<file path="config.mk">
export PLATFORM = sky130hd
export DESIGN_NAME = intf_initiator
export DESIGN_NICKNAME = d
export VERILOG_FILES = /design/src/rtl/intf_pkg.sv /design/src/rtl/intf_rx_fifo.sv /design/src/rtl/intf_initiator.sv
export SDC_FILE = /design/constraint.sdc
export NUM_CORES = 1
export LEC_CHECK = 0
export ABC_CLOCK_PERIOD_IN_PS = 10000
export CORE_AREA = 10 10 109 150
export CTS_BUF_LIST = sky130_fd_sc_hd__clkbuf_4
export DETAILED_ROUTE_END_ITERATION = 7
export DIE_AREA = 0 0 119 160
export PLACE_DENSITY = 0.87
export SYNTH_ARGS = -nofsm -noshare
export SYNTH_HDL_FRONTEND = slang
export SYNTH_HIERARCHICAL = 1
export SYNTH_SLANG_ARGS = --single-unit
</file>
<file path="constraint.sdc">
create_clock -name CLK -period 10 [get_ports CLK]
set_input_delay 2.5 -clock CLK [delete_from_list [all_inputs] [get_ports CLK]]
set_output_delay 2.5 -clock CLK [all_outputs]
set_load 0.02 [all_outputs]
</file>
<file path="src/rtl/intf_pkg.sv">
// Shared types and widths for the dut-interface initiator.
package intf_pkg;

  localparam int DATA_W = 8;
  localparam int ADDR_W = 8;
  localparam int CFG_W  = 32;

  typedef enum logic [1:0] {
    OP_CFG_RD = 2'd0,
    OP_CFG_WR = 2'd1,
    OP_SEND   = 2'd2,
    OP_NOP    = 2'd3
  } cmd_op_e;

  typedef enum logic [1:0] {
    S_IDLE = 2'd0,
    S_CFG  = 2'd1,
    S_LEN  = 2'd2,
    S_DATA = 2'd3
  } state_e;

  // Saturating increment for the rdy wait counter.
  function automatic logic [15:0] sat_inc(input logic [15:0] v);
    return (v == 16'hFFFF) ? v : v + 16'd1;
  endfunction

endpackage

</file>
<file path="src/rtl/intf_rx_fifo.sv">
// Receive FIFO for dout bytes; a push is accepted on a full FIFO when a pop frees a slot.
module intf_rx_fifo
  import intf_pkg::*;
#(
  parameter int DEPTH = 4
) (
  input  logic              clk_i,
  input  logic              rst_i,
  input  logic              push_i,
  input  logic [DATA_W-1:0] data_i,
  input  logic              pop_i,
  output logic [DATA_W-1:0] data_o,
  output logic              full_o,
  output logic              empty_o
);

  localparam int AW = $clog2(DEPTH);

  logic [DATA_W-1:0] mem_q [DEPTH];
  logic [AW:0]       wr_q;
  logic [AW:0]       rd_q;
  logic              do_push_s;
  logic              do_pop_s;

  assign empty_o   = (wr_q == rd_q);
  assign full_o    = (wr_q[AW] != rd_q[AW]) && (wr_q[AW-1:0] == rd_q[AW-1:0]);
  assign do_pop_s  = pop_i && !empty_o;
  assign do_push_s = push_i && (!full_o || do_pop_s);
  assign data_o    = mem_q[rd_q[AW-1:0]];

  // Storage and pointer update.
  always_ff @(posedge clk_i or posedge rst_i) begin
    if (rst_i) begin
      wr_q <= '0;
      rd_q <= '0;
      for (int i = 0; i < DEPTH; i++) begin
        mem_q[i] <= '0;
      end
    end else begin
      if (do_push_s) begin
        mem_q[wr_q[AW-1:0]] <= data_i;
        wr_q <= wr_q + {{AW{1'b0}}, 1'b1};
      end
      if (do_pop_s) begin
        rd_q <= rd_q + {{AW{1'b0}}, 1'b1};
      end
    end
  end

endmodule

</file>
<file path="src/rtl/intf_initiator.sv">
// Initiator for the dut din/dout/len/cfg methods: sequences host commands into
// enable/ready handshakes and drains dout into a small receive FIFO.
module intf_initiator
  import intf_pkg::*;
#(
  parameter int RXDEPTH = 4,
  parameter int TIMEOUT = 255
) (
  input  logic              CLK,
  input  logic              RST,
  input  logic              cmd_valid,
  output logic              cmd_ready,
  input  logic [1:0]        cmd_op,
  input  logic [ADDR_W-1:0] cmd_addr,
  input  logic [CFG_W-1:0]  cmd_wdata,
  input  logic [7:0]        cmd_len,
  input  logic              tx_valid,
  input  logic [DATA_W-1:0] tx_data,
  output logic              tx_ready,
  output logic              rd_valid,
  output logic [CFG_W-1:0]  rd_data,
  output logic              rx_valid,
  output logic [DATA_W-1:0] rx_data,
  input  logic              rx_ready,
  output logic              busy,
  output logic              err,
  output logic [DATA_W-1:0] din_value,
  output logic              din_en,
  input  logic              din_rdy,
  output logic              dout_en,
  input  logic [DATA_W-1:0] dout_value,
  input  logic              dout_rdy,
  output logic [7:0]        len_value,
  output logic              len_en,
  input  logic              len_rdy,
  output logic [ADDR_W-1:0] cfg_address,
  output logic [CFG_W-1:0]  cfg_data_in,
  output logic              cfg_op,
  output logic              cfg_en,
  input  logic [CFG_W-1:0]  cfg_data_out,
  input  logic              cfg_rdy
);

  localparam bit          TO_EN  = (TIMEOUT != 0);
  localparam logic [31:0] TO_LIM = 32'(TIMEOUT);

  state_e            state_q, state_d;
  logic [15:0]       wait_q, wait_d;
  logic [7:0]        rem_q, rem_d;
  logic [7:0]        len_q, len_d;
  logic [ADDR_W-1:0] addr_q, addr_d;
  logic [CFG_W-1:0]  wdata_q, wdata_d;
  logic              wr_q, wr_d;
  logic [CFG_W-1:0]  rd_data_q, rd_data_d;
  logic              rd_valid_q, rd_valid_d;
  logic              err_q, err_d;
  logic              cmd_ready_s, stall_s, cfg_en_s, len_en_s, din_en_s;
  logic [15:0]       wait_inc_s;
  logic              fifo_full_s, fifo_empty_s;
  cmd_op_e           op_s;

  assign op_s        = cmd_op_e'(cmd_op);
  assign wait_inc_s  = sat_inc(wait_q);
  assign cmd_ready_s = (state_q == S_IDLE) && !RST;

  // Next-state, handshake enables and timeout.
  always_comb begin
    state_d    = state_q;
    wait_d     = wait_q;
    rem_d      = rem_q;
    len_d      = len_q;
    addr_d     = addr_q;
    wdata_d    = wdata_q;
    wr_d       = wr_q;
    rd_data_d  = rd_data_q;
    rd_valid_d = 1'b0;
    err_d      = err_q;
    cfg_en_s   = 1'b0;
    len_en_s   = 1'b0;
    din_en_s   = 1'b0;
    stall_s    = 1'b0;
    case (state_q)
      S_IDLE: begin
        if (cmd_valid && cmd_ready_s) begin
          wait_d  = 16'd0;
          addr_d  = cmd_addr;
          wdata_d = cmd_wdata;
          len_d   = cmd_len;
          wr_d    = (op_s == OP_CFG_WR);
          case (op_s)
            OP_CFG_RD, OP_CFG_WR: state_d = S_CFG;
            OP_SEND:              state_d = (cmd_len != 8'd0) ? S_LEN : S_IDLE;
            default:              state_d = S_IDLE;
          endcase
        end else begin
          state_d = S_IDLE;
        end
      end
      S_CFG: begin
        cfg_en_s = cfg_rdy;
        if (cfg_rdy) begin
          state_d = S_IDLE;
          wait_d  = 16'd0;
          if (!wr_q) begin
            rd_data_d  = cfg_data_out;
            rd_valid_d = 1'b1;
          end else begin
            rd_valid_d = 1'b0;
          end
        end else begin
          stall_s = 1'b1;
        end
      end
      S_LEN: begin
        len_en_s = len_rdy;
        if (len_rdy) begin
          state_d = S_DATA;
          rem_d   = len_q;
          wait_d  = 16'd0;
        end else begin
          stall_s = 1'b1;
        end
      end
      S_DATA: begin
        din_en_s = tx_valid && din_rdy;
        if (din_en_s) begin
          rem_d   = rem_q - 8'd1;
          wait_d  = 16'd0;
          state_d = (rem_q == 8'd1) ? S_IDLE : S_DATA;
        end else begin
          stall_s = 1'b1;
        end
      end
      default: state_d = S_IDLE;
    endcase
    // A stall that reaches the limit abandons the rest of the command.
    if (stall_s) begin
      wait_d = wait_inc_s;
      if (TO_EN && ({16'd0, wait_inc_s} >= TO_LIM)) begin
        err_d   = 1'b1;
        state_d = S_IDLE;
      end else begin
        err_d = err_q;
      end
    end else begin
      err_d = err_q;
    end
  end

  // State and command registers.
  always_ff @(posedge CLK or posedge RST) begin
    if (RST) begin
      state_q    <= S_IDLE;
      wait_q     <= 16'd0;
      rem_q      <= 8'd0;
      len_q      <= 8'd0;
      addr_q     <= '0;
      wdata_q    <= '0;
      wr_q       <= 1'b0;
      rd_data_q  <= '0;
      rd_valid_q <= 1'b0;
      err_q      <= 1'b0;
    end else begin
      state_q    <= state_d;
      wait_q     <= wait_d;
      rem_q      <= rem_d;
      len_q      <= len_d;
      addr_q     <= addr_d;
      wdata_q    <= wdata_d;
      wr_q       <= wr_d;
      rd_data_q  <= rd_data_d;
      rd_valid_q <= rd_valid_d;
      err_q      <= err_d;
    end
  end

  intf_rx_fifo #(.DEPTH(RXDEPTH)) u_rx_fifo (
    .clk_i   (CLK),
    .rst_i   (RST),
    .push_i  (dout_en),
    .data_i  (dout_value),
    .pop_i   (rx_ready),
    .data_o  (rx_data),
    .full_o  (fifo_full_s),
    .empty_o (fifo_empty_s)
  );

  assign cmd_ready   = cmd_ready_s;
  assign busy        = (state_q != S_IDLE);
  assign err         = err_q;
  assign rd_valid    = rd_valid_q;
  assign rd_data     = rd_data_q;
  assign cfg_en      = cfg_en_s;
  assign cfg_op      = wr_q;
  assign cfg_address = addr_q;
  assign cfg_data_in = wdata_q;
  assign len_en      = len_en_s;
  assign len_value   = len_q;
  assign din_en      = din_en_s;
  assign tx_ready    = din_en_s;
  assign din_value   = (state_q == S_DATA) ? tx_data : '0;
  assign rx_valid    = !fifo_empty_s;
  assign dout_en     = dout_rdy && !RST && (!fifo_full_s || rx_ready);

endmodule

</file>
# Word level (Yosys, flattened, before mapping)
# Cells that the tools add are included.
# totals
in_bits,107
register_bits,147
# op_classes
n_reduce_logical,25
n_mux,37
n_lt_le_gt_ge,4
bitwise,3
n_eq_ne,16
addsub,4
# op_table
cell,n
two-way mux 16 bit,6
one-hot mux 16 bit (4 select lines),1
two-way mux 8 bit,6
bitwise mux 32 bit,1
"adder 16 x 1 -> 16 bit, second input constant",1
binary-select mux 8 bit (select 2 bit),1
demux 8 bit (select 2 bit),1
"equality test 16 bit, second input constant",1
"greater-or-equal comparator 16 x 8 -> 1 bit, second input constant",1
two-way mux 2 bit,8
one-hot mux 8 bit (2 select lines),1
logical AND 1 bit,9
two-way mux 1 bit,9
"!= test 3 bit, second input constant",3
"equality test 8 x 1 -> 1 bit, second input constant",1
one-hot mux 2 bit (4 select lines),1
nonzero test 8 bit,1
"subtractor 8 x 1 -> 8 bit, second input constant",1
"adder 3 x 1 -> 3 bit, second input constant",2
"equality test 2 bit, second input constant",3
"greater-or-equal comparator 3 bit, second input constant",2
NOT 2 -> 3 bit,2
AND reduction 3 bit,2
"equality test 2 x 1 -> 1 bit, second input constant",2
16 further kinds,23

# Longest topological paths before layout
# Gate-level depths: netlist (run 1).
# depth
ltp_word,7
ltp_mapped,8
ltp_nobuf,7

# Cells and area by module
# Netlist (run 1), hierarchy kept.
# modules_own_cells
mod,area_per_inst_um2,n_inst,cells_each
intf_initiator,5062.4,1,423
intf_rx_fifo,1895.6,1,112

# Worst setup path before layout (run 1)
# Ideal clock, no wire load.
# synth_path
path_type,input port to output port
start,input RST
end,output dout_en
path_stages,2
required_ns,7.500
path_slack_ns,2.126
arrival_ns,5.374
path_cell_list,inv_1 > and3_1
# synth_via
elab_chain_cells,3
# synth_rtl
element,line_no,rtl
from (decl),intf_initiator.sv:10,"input logic RST,"
logical NOT 1 bit (no line),n/a,
logical AND 1 bit (2 in a row),intf_initiator.sv:203,assign dout_en = dout_rdy && !RST && (!fifo_full_s || rx_ready);
to (decl),intf_initiator.sv:30,"output logic dout_en,"
# Every way passes these cells.

# Final worst setup path (run 1)
# Same ends and word-level chain as after synthesis.

==> results.sh, run 1 <==
export IMPL_synth_avg_cell_area_sq_um=13.0
export IMPL_p_total_mw=2.67
export IMPL_preCtsSetupSlack_ns=2.94
export IMPL_ir_drop_mv=0.181
export IMPL_core_sq_um=13700
export IMPL_postRouteAntennaNets=0
export IMPL_worstMarginPinSlew_ns=0.860
export IMPL_die_h_microns=160
export IMPL_final_cell_count_no_fill=938
export IMPL_worstRegToRegCells=5
export IMPL_antenna_found_initial=2
export IMPL_leakagePower_nw=3.98
export IMPL_fin_skew_ns=0.0165
export IMPL_synth_seq_cells=147
export IMPL_grt_pass1_wl_microns=32000
export IMPL_multi_input_area_sq_um=3030
export IMPL_place_hpwl_microns=16200
export IMPL_critPathCaptureType="output port"
export IMPL_critPathRequiredTime_ns=7.50
export IMPL_dieArea_sq_um=19000
export IMPL_rows=51
export IMPL_grt_max_degree=64
export IMPL_area_growth_pct=35.9
export IMPL_die_width_microns=119
export IMPL_vias=5314
export IMPL_htreeDepth=4
export IMPL_antennaDiodeCount=0
export IMPL_slew_headroom=0.425
export IMPL_cts_tree="done"
export IMPL_cts_hold_buf=0
export IMPL_seqCellArea_sq_um=3680
export IMPL_clk_latency_ns=0.54
export IMPL_drt_vias_per_instance=5.67
export IMPL_finalSetupTns_ns=0
export IMPL_critPathLaunchType="primary input"
export IMPL_period_share=0.703
export IMPL_synthCells=535
export IMPL_start_util=0.510
export IMPL_synth_cell_types=66
export IMPL_post_cts_setup_buffer_count=0
export IMPL_synth_area_sq_um=6960
export IMPL_gp_congestion=0.853
export IMPL_setup_violations=0
export IMPL_cts_resized=0
export IMPL_path_class="in2out"
export IMPL_wl_per_cell_microns=22.0
export IMPL_seq_area_frac_synth=0.529
export IMPL_fmax_ghz=0.142
export IMPL_synth_main_ff_cell="dfrtp_1"
export IMPL_pin_count=214
export IMPL_final_nets=855
export IMPL_numPortBuffers=213
export IMPL_track_usage=0.215
export IMPL_clock_tree_root_cell="clkbuf_4"
export IMPL_clk_pin_slew_worst_paths_ns=0.12
export IMPL_final_hold_violation_count=0
export IMPL_synthArstFlopShare=1.00
export IMPL_firstDrtPassIters=6
export IMPL_grt_ovfl_total=0
export IMPL_powerDensity_nw_per_um2=283
export IMPL_n_fill_cell=993
export IMPL_cts_made_buffers=17
export IMPL_place_inst=906
export IMPL_status="completed"
export IMPL_layout_drive_gt1_share=0.236
export IMPL_clockBufferDepth=2
export IMPL_dr_first_iter_drc_count=289
export IMPL_worstHoldPathCells=1
export IMPL_hold_path_class="reg2reg"
export IMPL_syn_num_nets=650
export IMPL_routed_wl_microns=20700
export IMPL_critical_path_max_fanout=48
export IMPL_period_needed_ns=7.03
export IMPL_drcViolationCount=0
export IMPL_grt_pass1_vias=5687
export IMPL_maxCapViolCount=0
export IMPL_slew_viol_final=0
export IMPL_numClockSinks=147
export IMPL_grt_setup_unrepaired="no"
export IMPL_worstPathArrival_ns=4.53
export IMPL_fin_ws_ns=2.97
export IMPL_synth_edf_count=0
export IMPL_synth_warnings=6
area by class of cell:
type	count	area share
multi-input cells	343	0.321
clock buffers	17	0.0135
flip-flops and latches	147	0.389
repair buffers	217	0.229
clock inverters	15	0.0177
inverters	14	0.00582
well taps	185	0.0245
cells by family (layout without fill, tap and decap cells):
logic type / Yosys count / in the layout / synth area share
xor gates and xnor gates: 11 / 11 / 0.0203
AOI/OAI and AO/OA: 91 / 91 / 0.0942
buffers and inverters: 45 / 263 / 0.0361
muxes: 123 / 123 / 0.212
and+or+nand+nor: 110 / 110 / 0.0944
DFF: 147 / 147 / 0.529
adders and majority gates: 8 / 8 / 0.0144
power breakdown:
part	leakage [nW]	internal, mW	switching (mW)
Combinational	1.96	0.645	0.626
Sequential	1.87	0.833	0.192
Clock	0.151	0.135	0.241
cell usage after synthesis, types with 5 or more instances:
| cell | instances | area [sq um] |
|---|---|---|
| buf_6 | 5 | 56.3 |
| nand2_1 | 15 | 56.3 |
| and3_1 | 13 | 81.3 |
| nor2_1 | 22 | 82.6 |
| buf_2 | 16 | 80.1 |
| a21oi_1 | 16 | 80.1 |
| mux4_2 | 8 | 180 |
| and2_1 | 6 | 37.5 |
| o21ai_0 | 34 | 170 |
| dfrtp_1 | 147 | 3680 |
| ha_1 | 8 | 100 |
| inv_1 | 14 | 52.6 |
| nor3_1 | 5 | 25.0 |
| nand3_1 | 10 | 50.1 |
| o21ai_1 | 5 | 25.0 |
| and4_1 | 7 | 61.3 |
| nand4_1 | 9 | 56.3 |
| mux2_2 | 113 | 1270 |
| xnor2_1 | 7 | 61.3 |
per-stage QoR:
step / utilization / hold slack [ns] / cell area (sq um)
3_3_place_gp: 0.671 / 0.471 / 9160
5_1_grt: 0.693 / 0.538 / 9460
6_report: 0.693 / 0.519 / 9460
2_1_floorplan: - / 0.459 / 6960
4_1_cts: 0.693 / 0.525 / 9460
3_5_place_dp: 0.671 / 0.494 / 9160
state kept, by name, indices dropped and copies added, names as in the netlist, 2 cells and up:
| register | count |
|---|---|
| cfg_address | 8 |
| cfg_data_in | 32 |
| len_value | 8 |
| rd_data | 32 |
| rem_q | 8 |
| state_q | 2 |
| u_rx_fifo/mem_q | 32 |
| u_rx_fifo/rd_q | 3 |
| u_rx_fifo/wr_q | 3 |
| wait_q | 16 |
path summary, 6_finish.rpt:
path	endpoint	slack [ns]	start
max	dout_en	2.97	RST
min	rd_data[7]	0.52	rd_data[7]
max reg2reg	wait_q[1]	7.40	state_q[1]
min reg2reg	rd_data[7]	0.52	rd_data[7]
max in group asynchronous	rd_data[7]	6.22	RST
min in group asynchronous	len_value[5]	2.51	RST
placed cells by master (no fill, tap or decap), types with 9 or more instances in the layout:
| master | n |
|---|---|
| o21ai_0 | 34 |
| inv_1 | 13 |
| mux2_2 | 113 |
| nor2_1 | 22 |
| nand2_1 | 15 |
| clkbuf_4 | 17 |
| a21oi_1 | 16 |
| dfrtp_1 | 147 |
| nand4_1 | 9 |
| and3_1 | 13 |
| nand3_1 | 10 |
| clkdlybuf4s50_1 | 213 |
layer usage:
metal	part of all wire	global-route usage
met5	0.0013	0
met4	0.020	0.0663
met3	0.12	0.115
met2	0.49	0.350
met1	0.37	0.236
critical path, cell delays in order:
cell and delay (ns):
clkdlybuf4s50_1 0.53, inv_4 0.51, and3_1 0.33, clkdlybuf4s50_1 0.63
Power figures use the tool's default switching activity.
==> inputs of run 2 (changes only) <==
--- a/config.mk
+++ b/config.mk
@@ -5,12 +5,12 @@
 export SDC_FILE = /design/constraint.sdc
 export NUM_CORES = 1
 export LEC_CHECK = 0
-export ABC_CLOCK_PERIOD_IN_PS = 10000
-export CORE_AREA = 10 10 109 150
+export ABC_CLOCK_PERIOD_IN_PS = 5840
+export CORE_AREA = 10 10 118 162
 export CTS_BUF_LIST = sky130_fd_sc_hd__clkbuf_4
 export DETAILED_ROUTE_END_ITERATION = 7
-export DIE_AREA = 0 0 119 160
-export PLACE_DENSITY = 0.87
+export DIE_AREA = 0 0 128 172
+export PLACE_DENSITY = 0.78
 export SYNTH_ARGS = -nofsm -noshare
 export SYNTH_HDL_FRONTEND = slang
 export SYNTH_HIERARCHICAL = 1
==> constraint.sdc (replaced) <==
create_clock -name CLK -period 5.84 [get_ports CLK]
set_input_delay 1.46 -clock CLK [delete_from_list [all_inputs] [get_ports CLK]]
set_output_delay 1.46 -clock CLK [all_outputs]
set_load 0.02 [all_outputs]
==> results.sh, run 2 (synthesized netlist as in run 1, its figures left out) <==
export IMPL_status="completed"
export IMPL_worstPathArrival_ns=3.29
export IMPL_place_hpwl_microns=15700
export IMPL_cpPeakStageDelay_ns=0.78
export IMPL_ir_drop_mv=0.277
export IMPL_critPathLaunchType="primary input"
export IMPL_layout_drive_gt1_share=0.237
export IMPL_switchingPower_mw=1.79
export IMPL_slew_headroom=0.423
export IMPL_firstDrtPassIters=5
export IMPL_gp_congestion=0.868
export IMPL_dieArea_sq_um=22000
export IMPL_fin_skew_ns=0.0231
export IMPL_intPower_mw=2.77
export IMPL_area_growth_pct=36.3
export IMPL_numClockSinks=147
export IMPL_critPathRequiredTime_ns=4.38
export IMPL_grt_pass1_vias=5783
export IMPL_antenna_found_initial=1
export IMPL_setup_violations=0
export IMPL_cts_tree="done"
export IMPL_slew_viol_final=0
export IMPL_fmax_ghz=0.210
export IMPL_drcViolationCount=0
export IMPL_path_class="in2out"
export IMPL_p_clk_frac=0.144
export IMPL_clock_tree_root_cell="clkbuf_4"
export IMPL_finalSetupTns_ns=0
export IMPL_clk_latency_ns=0.52
export IMPL_r2r_slack_ns=3.25
export IMPL_vias=5261
export IMPL_period_needed_ns=4.75
export IMPL_grt_ovfl_total=0
export IMPL_start_util=0.432
export IMPL_r2r_end="u_rx_fifo/mem_q[7]"
export IMPL_track_usage=0.185
export IMPL_hold_path_class="reg2reg"
export IMPL_drt_vias_per_instance=5.51
export IMPL_min_to="u_rx_fifo/mem_q[15]"
export IMPL_critPathCaptureType="output port"
export IMPL_final_nets=856
export IMPL_crit_top_cell="clkdlybuf4s50_1"
export IMPL_die_h_microns=172
export IMPL_maxCapViolCount=0
export IMPL_clk_pin_slew_worst_paths_ns=0.13
export IMPL_pin_count=214
export IMPL_powerDensity_nw_per_um2=480
export IMPL_period_share=0.814
export IMPL_leakagePower_nw=3.98
export IMPL_cts_resized=0
export IMPL_clockBufferDepth=2
export IMPL_critPathTopFamily="buffers and inverters"
export IMPL_final_hold_violation_count=0
export IMPL_final_cell_mix="213 x clkdlybuf4s50_1, 147 x dfrtp_1, 113 x mux2_2"
export IMPL_power_frac_comb=0.471
export IMPL_grt_max_degree=70
export IMPL_grt_setup_unrepaired="no"
export IMPL_grt_pass1_wl_microns=32100
export IMPL_worstMarginPinSlew_ns=0.863
export IMPL_p_seq_frac=0.385
export IMPL_worstHoldPathCells=1
export IMPL_worstRegToRegCells=7
export IMPL_numPortBuffers=213
export IMPL_cts_made_buffers=17
export IMPL_switching_share=0.392
export IMPL_htreeDepth=4
export IMPL_crit_chain="clkdlybuf4s50_1, nand2b_1, and3_1, clkdlybuf4s50_1"
export IMPL_routed_wl_microns=20200
export IMPL_dr_first_iter_drc_count=307
export IMPL_utilization=0.589
export IMPL_min_from="u_rx_fifo/mem_q[15]"
export IMPL_wl_per_cell_microns=21.2
export IMPL_postRouteAntennaNets=0
export IMPL_critical_path_max_fanout=8
export IMPL_die_width_microns=128
export IMPL_worst_path_max_delay_cell="clkdlybuf4s50_1"
export IMPL_rows=55
export IMPL_post_cts_setup_buffer_count=0
export IMPL_cts_hold_buf=0
export IMPL_reg2reg_from="u_rx_fifo/rd_q[0]"
export IMPL_path_buf_inv=2
export IMPL_final_common_cell="clkdlybuf4s50_1"
export IMPL_core_sq_um=16100
## run 2: cell count changes in the layout (fill, tap and decap cells not counted), sizes merged
cell / before / now
buf: 4 / 5
clkbuf: 17 / 18
clkinv: 3 / 2
diode: 0 / 1
## run 2: power groups by stage
stage | logic (mW) | registers [mW] | clock network, mW
after floorplan | 0.972 | 1.96 | 0
after global placement | 2.12 | 1.74 | 0
after detailed placement | 2.17 | 1.78 | 0
after CTS | 2.18 | 1.76 | 0.675
after global routing | 2.31 | 1.82 | 0.727
final | 2.15 | 1.76 | 0.654
## run 2: per-layer routing
metal	wire, microns	share of wire	vias up	global-route usage
met4	246	0.012	0	0.0442
met2	10200	0.51	240	0.316
met3	2650	0.13	23	0.108
met1	7100	0.35	2606	0.191
li1	-	-	2392	-
met5	0	0	-	0
## run 2: stage by stage
| stage | instances | worst slack, ns | cell area [sq um] | power [mW] | hold slack, ns |
|---|---|---|---|---|---|
| 2_1_floorplan | 535 | 0.0460 | 6960 | 2.93 | 0.459 |
| 3_3_place_gp | 921 | 1.14 | 9190 | 3.86 | 0.468 |
| 3_5_place_dp | 921 | 1.06 | 9190 | 3.95 | 0.488 |
| 4_1_cts | 953 | 1.07 | 9480 | 4.62 | 0.518 |
| 5_1_grt | 954 | 0.977 | 9480 | 4.85 | 0.524 |
| 6_report | 954 | 1.09 | 9480 | 4.56 | 0.516 |
## run 2: worst register-to-register path, cell delays in order, from the launching register on
cell and delay, ns:
dfrtp_1 0.84, xor2_4 0.43, nor3_1 0.11, nand2b_1 0.10, and3_1 0.25, and2_1 0.20, o41ai_4 0.20, mux2_1 0.37
## run 2: layout make-up
cell class	instances	area (sq um)
Antenna cell	1	2.50
Clock buffer	18	135
Clock inverter	14	160
Fill cell	1324	6620
Inverter	14	55.1
Multi-Input combinational cell	343	3030
Sequential cell	147	3680
Tap cell	199	249
Timing Repair Buffer	218	2170
## run 2: how the worst max path moves through the flow
stage / startpoint / end / slack, ns / cells past startpoint
3_3_place_gp: rx_ready / dout_en / 1.14 / 4
4_1_cts: rx_ready / dout_en / 1.07 / 4
3_5_place_dp: rx_ready / dout_en / 1.06 / 4
2_1_floorplan: RST / dout_en / 0.05 / 2
5_1_grt: rx_ready / dout_en / 0.98 / 4
6_report: rx_ready / dout_en / 1.09 / 4
==> inputs of run 3 (changes only) <==
--- a/config.mk
+++ b/config.mk
@@ -5,7 +5,7 @@
 export SDC_FILE = /design/constraint.sdc
 export NUM_CORES = 1
 export LEC_CHECK = 0
-export ABC_CLOCK_PERIOD_IN_PS = 5840
+export ABC_CLOCK_PERIOD_IN_PS = 3850
 export CORE_AREA = 10 10 118 162
 export CTS_BUF_LIST = sky130_fd_sc_hd__clkbuf_4
 export DETAILED_ROUTE_END_ITERATION = 7
==> constraint.sdc (replaced) <==
create_clock -name CLK -period 3.85 [get_ports CLK]
set_input_delay 0.9625 -clock CLK [delete_from_list [all_inputs] [get_ports CLK]]
set_output_delay 0.9625 -clock CLK [all_outputs]
set_load 0.02 [all_outputs]
==> results.sh, run 3 (synthesized netlist as in run 1, its figures left out) <==
export IMPL_slew_headroom=0.303
export IMPL_clock_tree_root_cell="clkbuf_4"
export IMPL_dr_first_iter_drc_count=297
export IMPL_min_from="u_rx_fifo/mem_q[7]"
export IMPL_cts_made_buffers=17
export IMPL_critPathRequiredTime_ns=2.89
export IMPL_layout_drive_gt1_share=0.239
export IMPL_cts_hold_buf=0
export IMPL_finalSetupTns_ns=0
export IMPL_cts_tree="done"
export IMPL_clk_pin_slew_worst_paths_ns=0.12
export IMPL_worstPathArrival_ns=2.65
export IMPL_grt_max_degree=82
export IMPL_period_needed_ns=3.61
export IMPL_start_util=0.432
export IMPL_vias=5291
export IMPL_setup_violations=0
export IMPL_drt_vias_per_instance=5.53
export IMPL_postRouteAntennaNets=0
export IMPL_utilization=0.590
export IMPL_grt_setup_unrepaired="no"
export IMPL_numClockSinks=147
export IMPL_place_inst=923
export IMPL_fmax_ghz=0.277
export IMPL_preCtsSetupSlack_ns=0.305
export IMPL_wl_per_cell_microns=21.7
export IMPL_fin_skew_ns=0.0133
export IMPL_reg2reg_from="u_rx_fifo/rd_q[1]"
export IMPL_hold_ws_ns=0.514
export IMPL_final_cell_mix="213 x clkdlybuf4s50_1, 146 x dfrtp_1, 113 x mux2_2"
export IMPL_dieArea_sq_um=22000
export IMPL_die_width_microns=128
export IMPL_grt_pass1_wl_microns=32200
export IMPL_area_growth_pct=36.6
export IMPL_gp_congestion=0.886
export IMPL_drcViolationCount=0
export IMPL_ir_drop_mv=0.464
export IMPL_clockBufferDepth=2
export IMPL_antenna_found_initial=1
export IMPL_leakagePower_nw=3.99
export IMPL_clk_latency_ns=0.55
export IMPL_routed_wl_microns=20700
export IMPL_fin_ws_ns=0.238
export IMPL_final_nets=858
export IMPL_final_cell_count_no_fill=956
export IMPL_status="completed"
export IMPL_final_common_cell="clkdlybuf4s50_1"
export IMPL_critical_path_max_fanout=11
export IMPL_place_area_sq_um=9220
export IMPL_grt_ovfl_total=0
export IMPL_place_hpwl_microns=16100
export IMPL_startpoint="u_rx_fifo/rd_q[1]"
export IMPL_period_share=0.938
export IMPL_slew_viol_final=0
export IMPL_maxCapViolCount=0
export IMPL_grt_pass1_vias=5818
export IMPL_firstDrtPassIters=5
export IMPL_hold_path_class="reg2reg"
export IMPL_numPortBuffers=213
export IMPL_critPathCaptureType="output port"
export IMPL_final_hold_violation_count=0
export IMPL_critPathLaunchType="flip-flop"
export IMPL_pin_count=214
export IMPL_rows=55
export IMPL_cts_resized=1
export IMPL_p_total_mw=6.89
export IMPL_track_usage=0.188
export IMPL_post_cts_setup_buffer_count=0
export IMPL_powerDensity_nw_per_um2=725
export IMPL_die_h_microns=172
export IMPL_path_class="reg2out"
export IMPL_core_sq_um=16100
export IMPL_htreeDepth=4
export IMPL_stdcell_area_sq_um=9500
export IMPL_worstMarginPinSlew_ns=1.05
run 3: cell count changes in the layout (fill, tap and decap cells not counted), sizes merged:
cell      delta
buf          +2
bufinv       +1
clkbuf       +3
clkinvlp     +2
inv          -6
run 3: critical path, stage by stage (launching register included):
cell and delay [ns]:
dfrtp_2 0.61, xor2_4 0.41, nor3_1 0.12, nand2b_1 0.09, and3_1 0.24, clkdlybuf4s50_1 0.64
run 3: layout make-up:
type,count,area (sq um)
fillers,1300,6600
flip-flops and latches,147,3680
multi-input cells,343,3030
repair buffers,220,2200
well taps,199,249
clock buffers,21,158
clock inverters,11,128
inverters,14,56.3
diodes,1,2.50
run 3: power by group:
part,switching [mW],internal (mW),total (mW)
registers,0.470,2.17,2.64
clock network,0.563,0.418,0.981
logic,1.60,1.68,3.28
run 3: path summary, 6_finish.rpt:
check,end,slack (ns),cells after the start
hold / removal,u_rx_fifo/mem_q[7],0.51,1
hold reg to reg,u_rx_fifo/mem_q[7],0.51,1
min in group asynchronous,u_rx_fifo/wr_q[2],1.01,3
setup / recovery,dout_en,0.24,5
setup reg to reg,u_rx_fifo/mem_q[7],1.53,7
max in group asynchronous,cfg_data_in[26],1.42,4
run 3: routing by layer:
| layer | global-route usage | part of all wire | routed length, microns | vias up |
|---|---|---|---|---|
| met5 | 0 | 0 | 0 | - |
| met1 | 0.202 | 0.37 | 7580 | 2609 |
| met2 | 0.308 | 0.49 | 10200 | 259 |
| met4 | 0.0540 | 0.016 | 333 | 0 |
| li1 | - | - | - | 2392 |
| met3 | 0.109 | 0.13 | 2650 | 31 |
